### src/rtl/calc_sequencer_if.sv
// ---------------------------------------------------------------------------
// calc_sequencer_if
// Purpose : bundles the keypad, calculator handshake and display-side signals
//           of the calculator-stopwatch sequencer into one interface.
// Signals : key_valid/key_code        keypad scanner (level, debounced)
//           calc_done/result/sign     calculator completion and value
//           calc_start                one-cycle start pulse to the calculator
//           mode/x/y/op/led_x/led_y   display and operand state
//           result/result_neg/...     latched calculation outcome
//           crono_stb/crono_key       key forwarding to the stopwatch
// Modports: master = the sequencer, slave = the surrounding system.
// ---------------------------------------------------------------------------
interface calc_sequencer_if;
  logic        key_valid;
  logic [3:0]  key_code;
  logic        calc_done;
  logic [13:0] calc_result;
  logic        calc_sign;
  logic        mode;
  logic [6:0]  x;
  logic [6:0]  y;
  logic [1:0]  op;
  logic        calc_start;
  logic [13:0] result;
  logic        result_neg;
  logic        result_valid;
  logic        error;
  logic        led_x;
  logic        led_y;
  logic        crono_stb;
  logic [3:0]  crono_key;

  modport master (
    input  key_valid, key_code, calc_done, calc_result, calc_sign,
    output mode, x, y, op, calc_start, result, result_neg, result_valid,
           error, led_x, led_y, crono_stb, crono_key
  );

  modport slave (
    output key_valid, key_code, calc_done, calc_result, calc_sign,
    input  mode, x, y, op, calc_start, result, result_neg, result_valid,
           error, led_x, led_y, crono_stb, crono_key
  );
endinterface

### src/rtl/calc_sequencer.sv
// ---------------------------------------------------------------------------
// calc_sequencer
// Purpose : registered mode/sequence controller for the keypad
//           calculator-stopwatch. Turns keypad presses into operand entry,
//           operation selection, a start/done handshake with the calculator
//           and forwarding of stopwatch commands.
// Ports   : clk    system clock, rising edge
//           rst_n  asynchronous active-low reset
//           bus    calc_sequencer_if.master (keypad, calculator, outputs)
// Params  : CALC_TIMEOUT  cycles to wait for calc_done before flagging error
//           MAX_DIGITS    decimal digits kept per operand
// ---------------------------------------------------------------------------
module calc_sequencer #(
  parameter int CALC_TIMEOUT = 255,
  parameter int MAX_DIGITS   = 2
) (
  input  logic               clk,
  input  logic               rst_n,
  calc_sequencer_if.master   bus
);

  localparam int CNT_W     = ($clog2(CALC_TIMEOUT + 1) < 8) ? 8 : $clog2(CALC_TIMEOUT + 1);
  localparam int DIGIT_MOD = 10 ** (MAX_DIGITS - 1);

  localparam logic [3:0] KEY_A    = 4'd10;
  localparam logic [3:0] KEY_B    = 4'd11;
  localparam logic [3:0] KEY_C    = 4'd12;
  localparam logic [3:0] KEY_D    = 4'd13;
  localparam logic [3:0] KEY_STAR = 4'd14;
  localparam logic [3:0] KEY_HASH = 4'd15;

  typedef enum logic [2:0] {
    CRONO  = 3'd0,
    EDIT_X = 3'd1,
    EDIT_Y = 3'd2,
    START  = 3'd3,
    WAIT   = 3'd4,
    SHOW   = 3'd5
  } state_e;

  state_e           state_q, state_d;
  logic             key_prev_q;
  logic [6:0]       x_q, x_d, y_q, y_d;
  logic [1:0]       op_q, op_d;
  logic [13:0]      result_q, result_d;
  logic             neg_q, neg_d;
  logic             valid_q, valid_d;
  logic             error_q, error_d;
  logic             stb_q, stb_d;
  logic [3:0]       ckey_q, ckey_d;
  logic [CNT_W-1:0] cnt_q, cnt_d;
  logic [CNT_W-1:0] cnt_inc;
  logic             key_evt;
  logic             is_digit;
  logic             timeout_hit;

  // Appending a digit shifts the operand left one decimal place; the oldest
  // digit falls off so the operand always fits in MAX_DIGITS digits.
  function automatic logic [6:0] shift_in(input logic [6:0] v, input logic [3:0] d);
    int unsigned t;
    t = (32'(v) % DIGIT_MOD) * 10 + 32'(d);
    return 7'(t);
  endfunction

  // A press is the first cycle key_valid is seen high, so holding a key
  // produces exactly one event.
  assign key_evt  = bus.key_valid & ~key_prev_q;
  assign is_digit = (bus.key_code <= 4'd9);

  // The timeout fires on the cycle the counter would reach CALC_TIMEOUT, so
  // SHOW is entered CALC_TIMEOUT cycles after WAIT is entered.
  assign cnt_inc     = cnt_q + 1'b1;
  assign timeout_hit = (cnt_inc == CNT_W'(CALC_TIMEOUT));

  // Next-state and datapath decisions. Every register holds by default; only
  // the crono strobe defaults low so it stays a single-cycle pulse.
  always_comb begin
    state_d  = state_q;
    x_d      = x_q;
    y_d      = y_q;
    op_d     = op_q;
    result_d = result_q;
    neg_d    = neg_q;
    valid_d  = valid_q;
    error_d  = error_q;
    stb_d    = 1'b0;
    ckey_d   = ckey_q;
    cnt_d    = cnt_q;

    unique case (state_q)
      CRONO: begin
        if (key_evt) begin
          if (bus.key_code == KEY_STAR) begin
            state_d = EDIT_X;
          end else begin
            stb_d  = 1'b1;
            ckey_d = bus.key_code;
          end
        end
      end

      EDIT_X, EDIT_Y: begin
        if (key_evt) begin
          if (is_digit) begin
            if (state_q == EDIT_X) x_d = shift_in(x_q, bus.key_code);
            else                   y_d = shift_in(y_q, bus.key_code);
          end else begin
            case (bus.key_code)
              KEY_A:    op_d = op_q + 2'd1;
              KEY_B:    state_d = (state_q == EDIT_X) ? EDIT_Y : EDIT_X;
              KEY_C: begin
                if (state_q == EDIT_X) x_d = '0;
                else                   y_d = '0;
              end
              KEY_HASH: state_d = START;
              KEY_D:    state_d = CRONO;
              default:  ;
            endcase
          end
        end
      end

      START: begin
        state_d = WAIT;
        cnt_d   = '0;
      end

      // An abort with D takes priority over a coincident calc_done.
      WAIT: begin
        cnt_d = cnt_inc;
        if (key_evt && bus.key_code == KEY_D) begin
          state_d = CRONO;
        end else if (bus.calc_done) begin
          result_d = bus.calc_result;
          neg_d    = bus.calc_sign;
          valid_d  = 1'b1;
          error_d  = 1'b0;
          state_d  = SHOW;
        end else if (timeout_hit) begin
          valid_d = 1'b0;
          error_d = 1'b1;
          state_d = SHOW;
        end
      end

      // Every exit from SHOW drops the result flags so they only ever
      // describe the result currently on display.
      SHOW: begin
        if (key_evt) begin
          case (bus.key_code)
            KEY_C: begin
              x_d     = '0;
              y_d     = '0;
              op_d    = '0;
              valid_d = 1'b0;
              error_d = 1'b0;
              state_d = EDIT_X;
            end
            KEY_STAR: begin
              valid_d = 1'b0;
              error_d = 1'b0;
              state_d = EDIT_X;
            end
            KEY_D: begin
              valid_d = 1'b0;
              error_d = 1'b0;
              state_d = CRONO;
            end
            KEY_HASH: begin
              valid_d = 1'b0;
              error_d = 1'b0;
              state_d = START;
            end
            default: ;
          endcase
        end
      end

      default: state_d = CRONO;
    endcase
  end

  // State and datapath registers, cleared asynchronously on reset.
  always_ff @(posedge clk or negedge rst_n) begin
    if (!rst_n) begin
      state_q    <= CRONO;
      key_prev_q <= 1'b0;
      x_q        <= '0;
      y_q        <= '0;
      op_q       <= '0;
      result_q   <= '0;
      neg_q      <= 1'b0;
      valid_q    <= 1'b0;
      error_q    <= 1'b0;
      stb_q      <= 1'b0;
      ckey_q     <= '0;
      cnt_q      <= '0;
    end else begin
      state_q    <= state_d;
      key_prev_q <= bus.key_valid;
      x_q        <= x_d;
      y_q        <= y_d;
      op_q       <= op_d;
      result_q   <= result_d;
      neg_q      <= neg_d;
      valid_q    <= valid_d;
      error_q    <= error_d;
      stb_q      <= stb_d;
      ckey_q     <= ckey_d;
      cnt_q      <= cnt_d;
    end
  end

  // Mode, LEDs and the start pulse are decoded straight from the state so
  // they follow it exactly, including the single START cycle.
  assign bus.mode         = (state_q != CRONO);
  assign bus.led_x        = (state_q == EDIT_X);
  assign bus.led_y        = (state_q == EDIT_Y);
  assign bus.calc_start   = (state_q == START);
  assign bus.x            = x_q;
  assign bus.y            = y_q;
  assign bus.op           = op_q;
  assign bus.result       = result_q;
  assign bus.result_neg   = neg_q;
  assign bus.result_valid = valid_q;
  assign bus.error        = error_q;
  assign bus.crono_stb    = stb_q;
  assign bus.crono_key    = ckey_q;

endmodule

### src/flat_wrapper.sv
// flat-port wrapper written by rule: the top's interface ports become plain ports
module calc_sequencer_flat 
#(
  parameter int CALC_TIMEOUT = 255,
  parameter int MAX_DIGITS   = 2
)
  (clk, rst_n, bus_key_valid, bus_key_code, bus_calc_done, bus_calc_result, bus_calc_sign, bus_mode, bus_x, bus_y, bus_op, bus_calc_start, bus_result, bus_result_neg, bus_result_valid, bus_error, bus_led_x, bus_led_y, bus_crono_stb, bus_crono_key);
  calc_sequencer_if bus_i ();
  input  logic clk;
  input  logic rst_n;
  input wire logic [$bits(bus_i.key_valid)-1:0] bus_key_valid;
  input wire logic [$bits(bus_i.key_code)-1:0] bus_key_code;
  input wire logic [$bits(bus_i.calc_done)-1:0] bus_calc_done;
  input wire logic [$bits(bus_i.calc_result)-1:0] bus_calc_result;
  input wire logic [$bits(bus_i.calc_sign)-1:0] bus_calc_sign;
  output wire logic [$bits(bus_i.mode)-1:0] bus_mode;
  output wire logic [$bits(bus_i.x)-1:0] bus_x;
  output wire logic [$bits(bus_i.y)-1:0] bus_y;
  output wire logic [$bits(bus_i.op)-1:0] bus_op;
  output wire logic [$bits(bus_i.calc_start)-1:0] bus_calc_start;
  output wire logic [$bits(bus_i.result)-1:0] bus_result;
  output wire logic [$bits(bus_i.result_neg)-1:0] bus_result_neg;
  output wire logic [$bits(bus_i.result_valid)-1:0] bus_result_valid;
  output wire logic [$bits(bus_i.error)-1:0] bus_error;
  output wire logic [$bits(bus_i.led_x)-1:0] bus_led_x;
  output wire logic [$bits(bus_i.led_y)-1:0] bus_led_y;
  output wire logic [$bits(bus_i.crono_stb)-1:0] bus_crono_stb;
  output wire logic [$bits(bus_i.crono_key)-1:0] bus_crono_key;
  assign bus_i.key_valid = bus_key_valid;
  assign bus_i.key_code = bus_key_code;
  assign bus_i.calc_done = bus_calc_done;
  assign bus_i.calc_result = bus_calc_result;
  assign bus_i.calc_sign = bus_calc_sign;
  assign bus_mode = bus_i.mode;
  assign bus_x = bus_i.x;
  assign bus_y = bus_i.y;
  assign bus_op = bus_i.op;
  assign bus_calc_start = bus_i.calc_start;
  assign bus_result = bus_i.result;
  assign bus_result_neg = bus_i.result_neg;
  assign bus_result_valid = bus_i.result_valid;
  assign bus_error = bus_i.error;
  assign bus_led_x = bus_i.led_x;
  assign bus_led_y = bus_i.led_y;
  assign bus_crono_stb = bus_i.crono_stb;
  assign bus_crono_key = bus_i.crono_key;
  calc_sequencer #(.CALC_TIMEOUT(CALC_TIMEOUT), .MAX_DIGITS(MAX_DIGITS)) u_core (.clk(clk), .rst_n(rst_n), .bus(bus_i));
endmodule
### config.mk
export PLATFORM = sky130hd
export DESIGN_NAME = calc_sequencer_flat
export DESIGN_NICKNAME = d
export VERILOG_FILES = /design/src/rtl/calc_sequencer_if.sv /design/src/rtl/calc_sequencer.sv /design/src/flat_wrapper.sv
export SDC_FILE = /design/constraint.sdc
export NUM_CORES = 1
export LEC_CHECK = 0
export CAP_MARGIN = 15
export CORE_UTILIZATION = 35
export CTS_BUF_LIST = sky130_fd_sc_hd__clkbuf_2 sky130_fd_sc_hd__clkbuf_4 sky130_fd_sc_hd__clkbuf_8
export CTS_CLUSTER_DIAMETER = 50
export DETAILED_ROUTE_END_ITERATION = 12
export PLACE_DENSITY = 0.55
export SLEW_MARGIN = 20
export SYNTH_ARGS = -nofsm -noshare
export SYNTH_HDL_FRONTEND = slang
export SYNTH_SLANG_ARGS = --single-unit
### constraint.sdc
create_clock -name clk -period 4.7 [get_ports clk]
set_input_delay 1.41 -clock clk [delete_from_list [all_inputs] [get_ports clk]]
set_output_delay 1.41 -clock clk [all_outputs]
set_load 0.02 [all_outputs]
==> run_results.csv <==
group,metric,value,unit
drt,drt_iter0_markers,159,
floorplanning,initial_core_util,36.2,%
timing,slew_headroom,49.6,%
timing,timing.setup.tns,0,ns
drt,drt_first_pass_iters,5,
global_routing,grt_pass1_vias,3319,
worst_setup_path,crit_required,4.91,ns
timing,min_period,4.45,ns
floorplanning,dieHeight,108,um
worst_setup_path,setup.worst_path.class,"register to register",
synth,yosys_most_used_dff,"dfrtp_1",
floorplanning,die_w,108,um
global_routing,grt_pass1_wl,15.8,mm
drt,drc,0,
cts,ctsRootBufferMaster,"clkbuf_8",
cts,cts_sinks,50,
placed_design,place.gp.congestion,0.851,
worst_setup_path,worstSetupStartpointType,"register",
synth,synthCells,474,
cells_and_area,drive_gt1_share,14.5,%
synth,syn_nets,517,
timing,fin_crit_sh,94.7,%
hold_path,min_path_type,"register to register",
synth,yosysSeqAreaShare,31.6,%
drt,via_count,3688,
floorplanning,ios,65,
floorplanning,num_rows,38,
worst_setup_path,cp_max_fo,6,
cts,cts_tree,"built",
cells_and_area,post-route-util,46.3,%
worst_setup_path,reg2reg_from,"u_core.bus.y[5]",
timing,slew_violations,0,
timing,fin_worst_skew,0.0106,ns
placed_design,port_buffers,64,
drt,viasPerCell,5.39,
worst_setup_path,r2r-end,"u_core.bus.y[6]",
cells_and_area,synthToLayoutAreaGrowth,27.9,%
synth,synth.distinct_cells,63,
synth,ys_warn_count,0,
cts,htree_levels,2,
status,status,"complete, no violations",
cts,cts_buffer_depth,2,
synth,synth_edf_count,0,
placed_design,detailed_place_hpwl,7.04,mm
cells_and_area,fin_area,5060,um2
drt,ant_nets,0,
worst_setup_path,crit_start,"u_core.bus.y[5]",
cells_and_area,nets,586,
timing,setup_viol,0,
global_routing,grt_overflow,0,
synth,synth_area,3960,um2
synth,async_flop_share,100,%
global_routing,grt_max_degree,51,
drt,routed_wl,9.53,mm
cts,clk_pin_slew_worst_paths,0.09,ns
synth,avgSynthCellArea,8.35,um2
placed_design,placed_area,4770,um2
drt,wl_per_cell,13.9,um
worst_setup_path,regToRegSetupSlack,0.25,ns
cts,cts_buffers,5,
cells_and_area,n_antenna_cell,0,
floorplanning,core,10900,um2
synth,synth_seq_cells,50,
worst_setup_path,arrival,4.66,ns
floorplanning,die_area,11700,um2
cells_and_area,nFillCells,1066,
worst_setup_path,rr_worst_depth,22,
timing,worst_pin_slew,0.754,ns
global_routing,antenna_found_initial,0,
timing,fmax,225,MHz
worst_setup_path,endpoint,"u_core.bus.y[6]",
cts,clk_latency,0.30,ns
worst_setup_path,endpoint_kind,"register",
flow_run,max-cap-violations,0,
global_routing,track_usage,16.5,%
timing,finalHoldViolCount,0,
## Yosys cell counts, drive strengths merged, types with 3 or more instances
library cell	n	area, um2
o22ai	5	31.3
nand2	65	251
nor2b	17	106
dfrtp	50	1250
a211o	3	26.3
nor3b	4	30.0
xor2	7	61.3
or3	3	18.8
o21ai	40	200
nand3	11	55.1
and3	5	31.3
a21oi	20	111
a221oi	4	35.0
mux2	20	225
a21boi	3	22.5
maj3	3	30.0
buf	8	36.3
nor2	40	150
a22o	5	43.8
mux2i	5	50.1
ha	16	200
nand2b	11	68.8
xnor2	21	191
fa	4	80.1
inv	21	78.8
nor4	3	18.8
clkbuf	19	71.3
nor3	10	50.1
a21o	5	37.5
o31ai	8	65.1
a31oi	4	31.3
a2111oi	3	26.3
## flip-flops by register name, summed over array words and instances (netlist names)
signal	count
u_core.bus.result	14
u_core.cnt_q	8
u_core.bus.x	7
u_core.bus.y	7
u_core.bus.crono_key	4
u_core.state_q	3
u_core.bus.op	2
u_core.bus.crono_stb	1
u_core.bus.error	1
u_core.bus.result_neg	1
u_core.bus.result_valid	1
u_core.key_prev_q	1
## how the worst min path moves through the flow
stage,from,endpoint,depth (start not counted)
global placement,u_core.bus.crono_key[1],u_core.bus.crono_key[1],2
CTS,u_core.bus.crono_key[1],u_core.bus.crono_key[1],2
global route,u_core.bus.result[4],u_core.bus.result[4],1
floorplan,u_core.cnt_q[4],u_core.cnt_q[4],1
detailed placement,u_core.bus.crono_key[3],u_core.bus.crono_key[3],2
finish,u_core.bus.crono_key[3],u_core.bus.crono_key[3],2
## final cells by class
type	count	area, um2	area share (%)
multi-input combinational	376	2620	51.8
sequential	50	1250	24.7
timing repair buffer	89	823	16.3
tap	140	175	3.46
inverter	21	78.8	1.56
clock buffer	6	76.3	1.51
clock inverter	2	37.5	0.741
## kinds of logic (layout without fill, tap and decap cells)
| group | Yosys count | after routing | share of synthesized area (%) |
|---|---|---|---|
| adder cells (fa/ha/maj) | 23 | 23 | 7.84 |
| flip-flops | 50 | 50 | 31.6 |
| AND/OR/NAND/NOR | 179 | 179 | 21.7 |
| buffers and inverters | 48 | 118 | 4.71 |
| XOR/XNOR | 28 | 28 | 6.39 |
| multiplexers | 25 | 25 | 6.96 |
| AO/OA/AOI/OAI | 121 | 121 | 20.8 |
## stage by stage
| step | worst slack (ns) | std cells | hold slack [ns] |
|---|---|---|---|
| after global routing | -0.0339 | 684 | 0.522 |
| final | 0.248 | 684 | 0.488 |
| after floorplan | 0.107 | 474 | 0.485 |
| after CTS | 0.00784 | 674 | 0.492 |
| after detailed placement | 0.0315 | 666 | 0.470 |
| after global placement | 0.102 | 666 | 0.461 |
## metal layers
| metal | track usage [%] | up-vias | wire length, um |
|---|---|---|---|
| li1 | - | 1823 | - |
| met1 | 22.0 | 1733 | 4220 |
| met2 | 27.7 | 121 | 4620 |
| met3 | 3.74 | 11 | 623 |
| met4 | 2.51 | 0 | 59 |
| met5 | 0 | - | 0 |
## cell usage in the layout (no fill, tap or decap), drive strengths merged, types with 4 or more instances in the layout
cell           instances
fa                     4
clkbuf                 6
o22ai                  5
nand2                 65
dfrtp                 50
mux2i                  5
xor2                   7
nor3b                  4
o21ai                 40
mux2                  20
nor3                  10
nor2                  40
clkdlybuf4s50         63
ha                    16
a21oi                 20
xnor2                 21
inv                   21
buf                   26
nand3                 11
a31oi                  4
o31ai                  8
a21o                   5
nor2b                 17
a221oi                 4
a22o                   5
and3                   5
nand2b                11
## worst max-delay path: stages (launching register included)
cell	delay, ns
dfrtp_1	0.39
nor2_1	0.14
inv_1	0.09
ha_1	0.31
nand2b_2	0.24
and3_1	0.21
a221oi_2	0.29
nand2_1	0.13
xnor2_2	0.23
nand3_2	0.15
nor2_4	0.14
nor2_1	0.09
xnor2_1	0.15
ha_1	0.19
ha_1	0.18
inv_1	0.07
fa_1	0.45
nor3b_2	0.20
xnor2_1	0.15
xnor2_1	0.15
xnor2_1	0.15
xnor2_1	0.08
o31ai_1	0.18
## timing repair
item	4_1_cts	5_1_grt
setup buffers	0	10
resized for setup	1	20
hold buffers	0	0
pin swaps	0	18
endpoints found under the setup margin	1	2
Power is left out: the tool's default activity adds up to more than one toggle a clock period on the data nets, which glitch-free logic cannot reach.
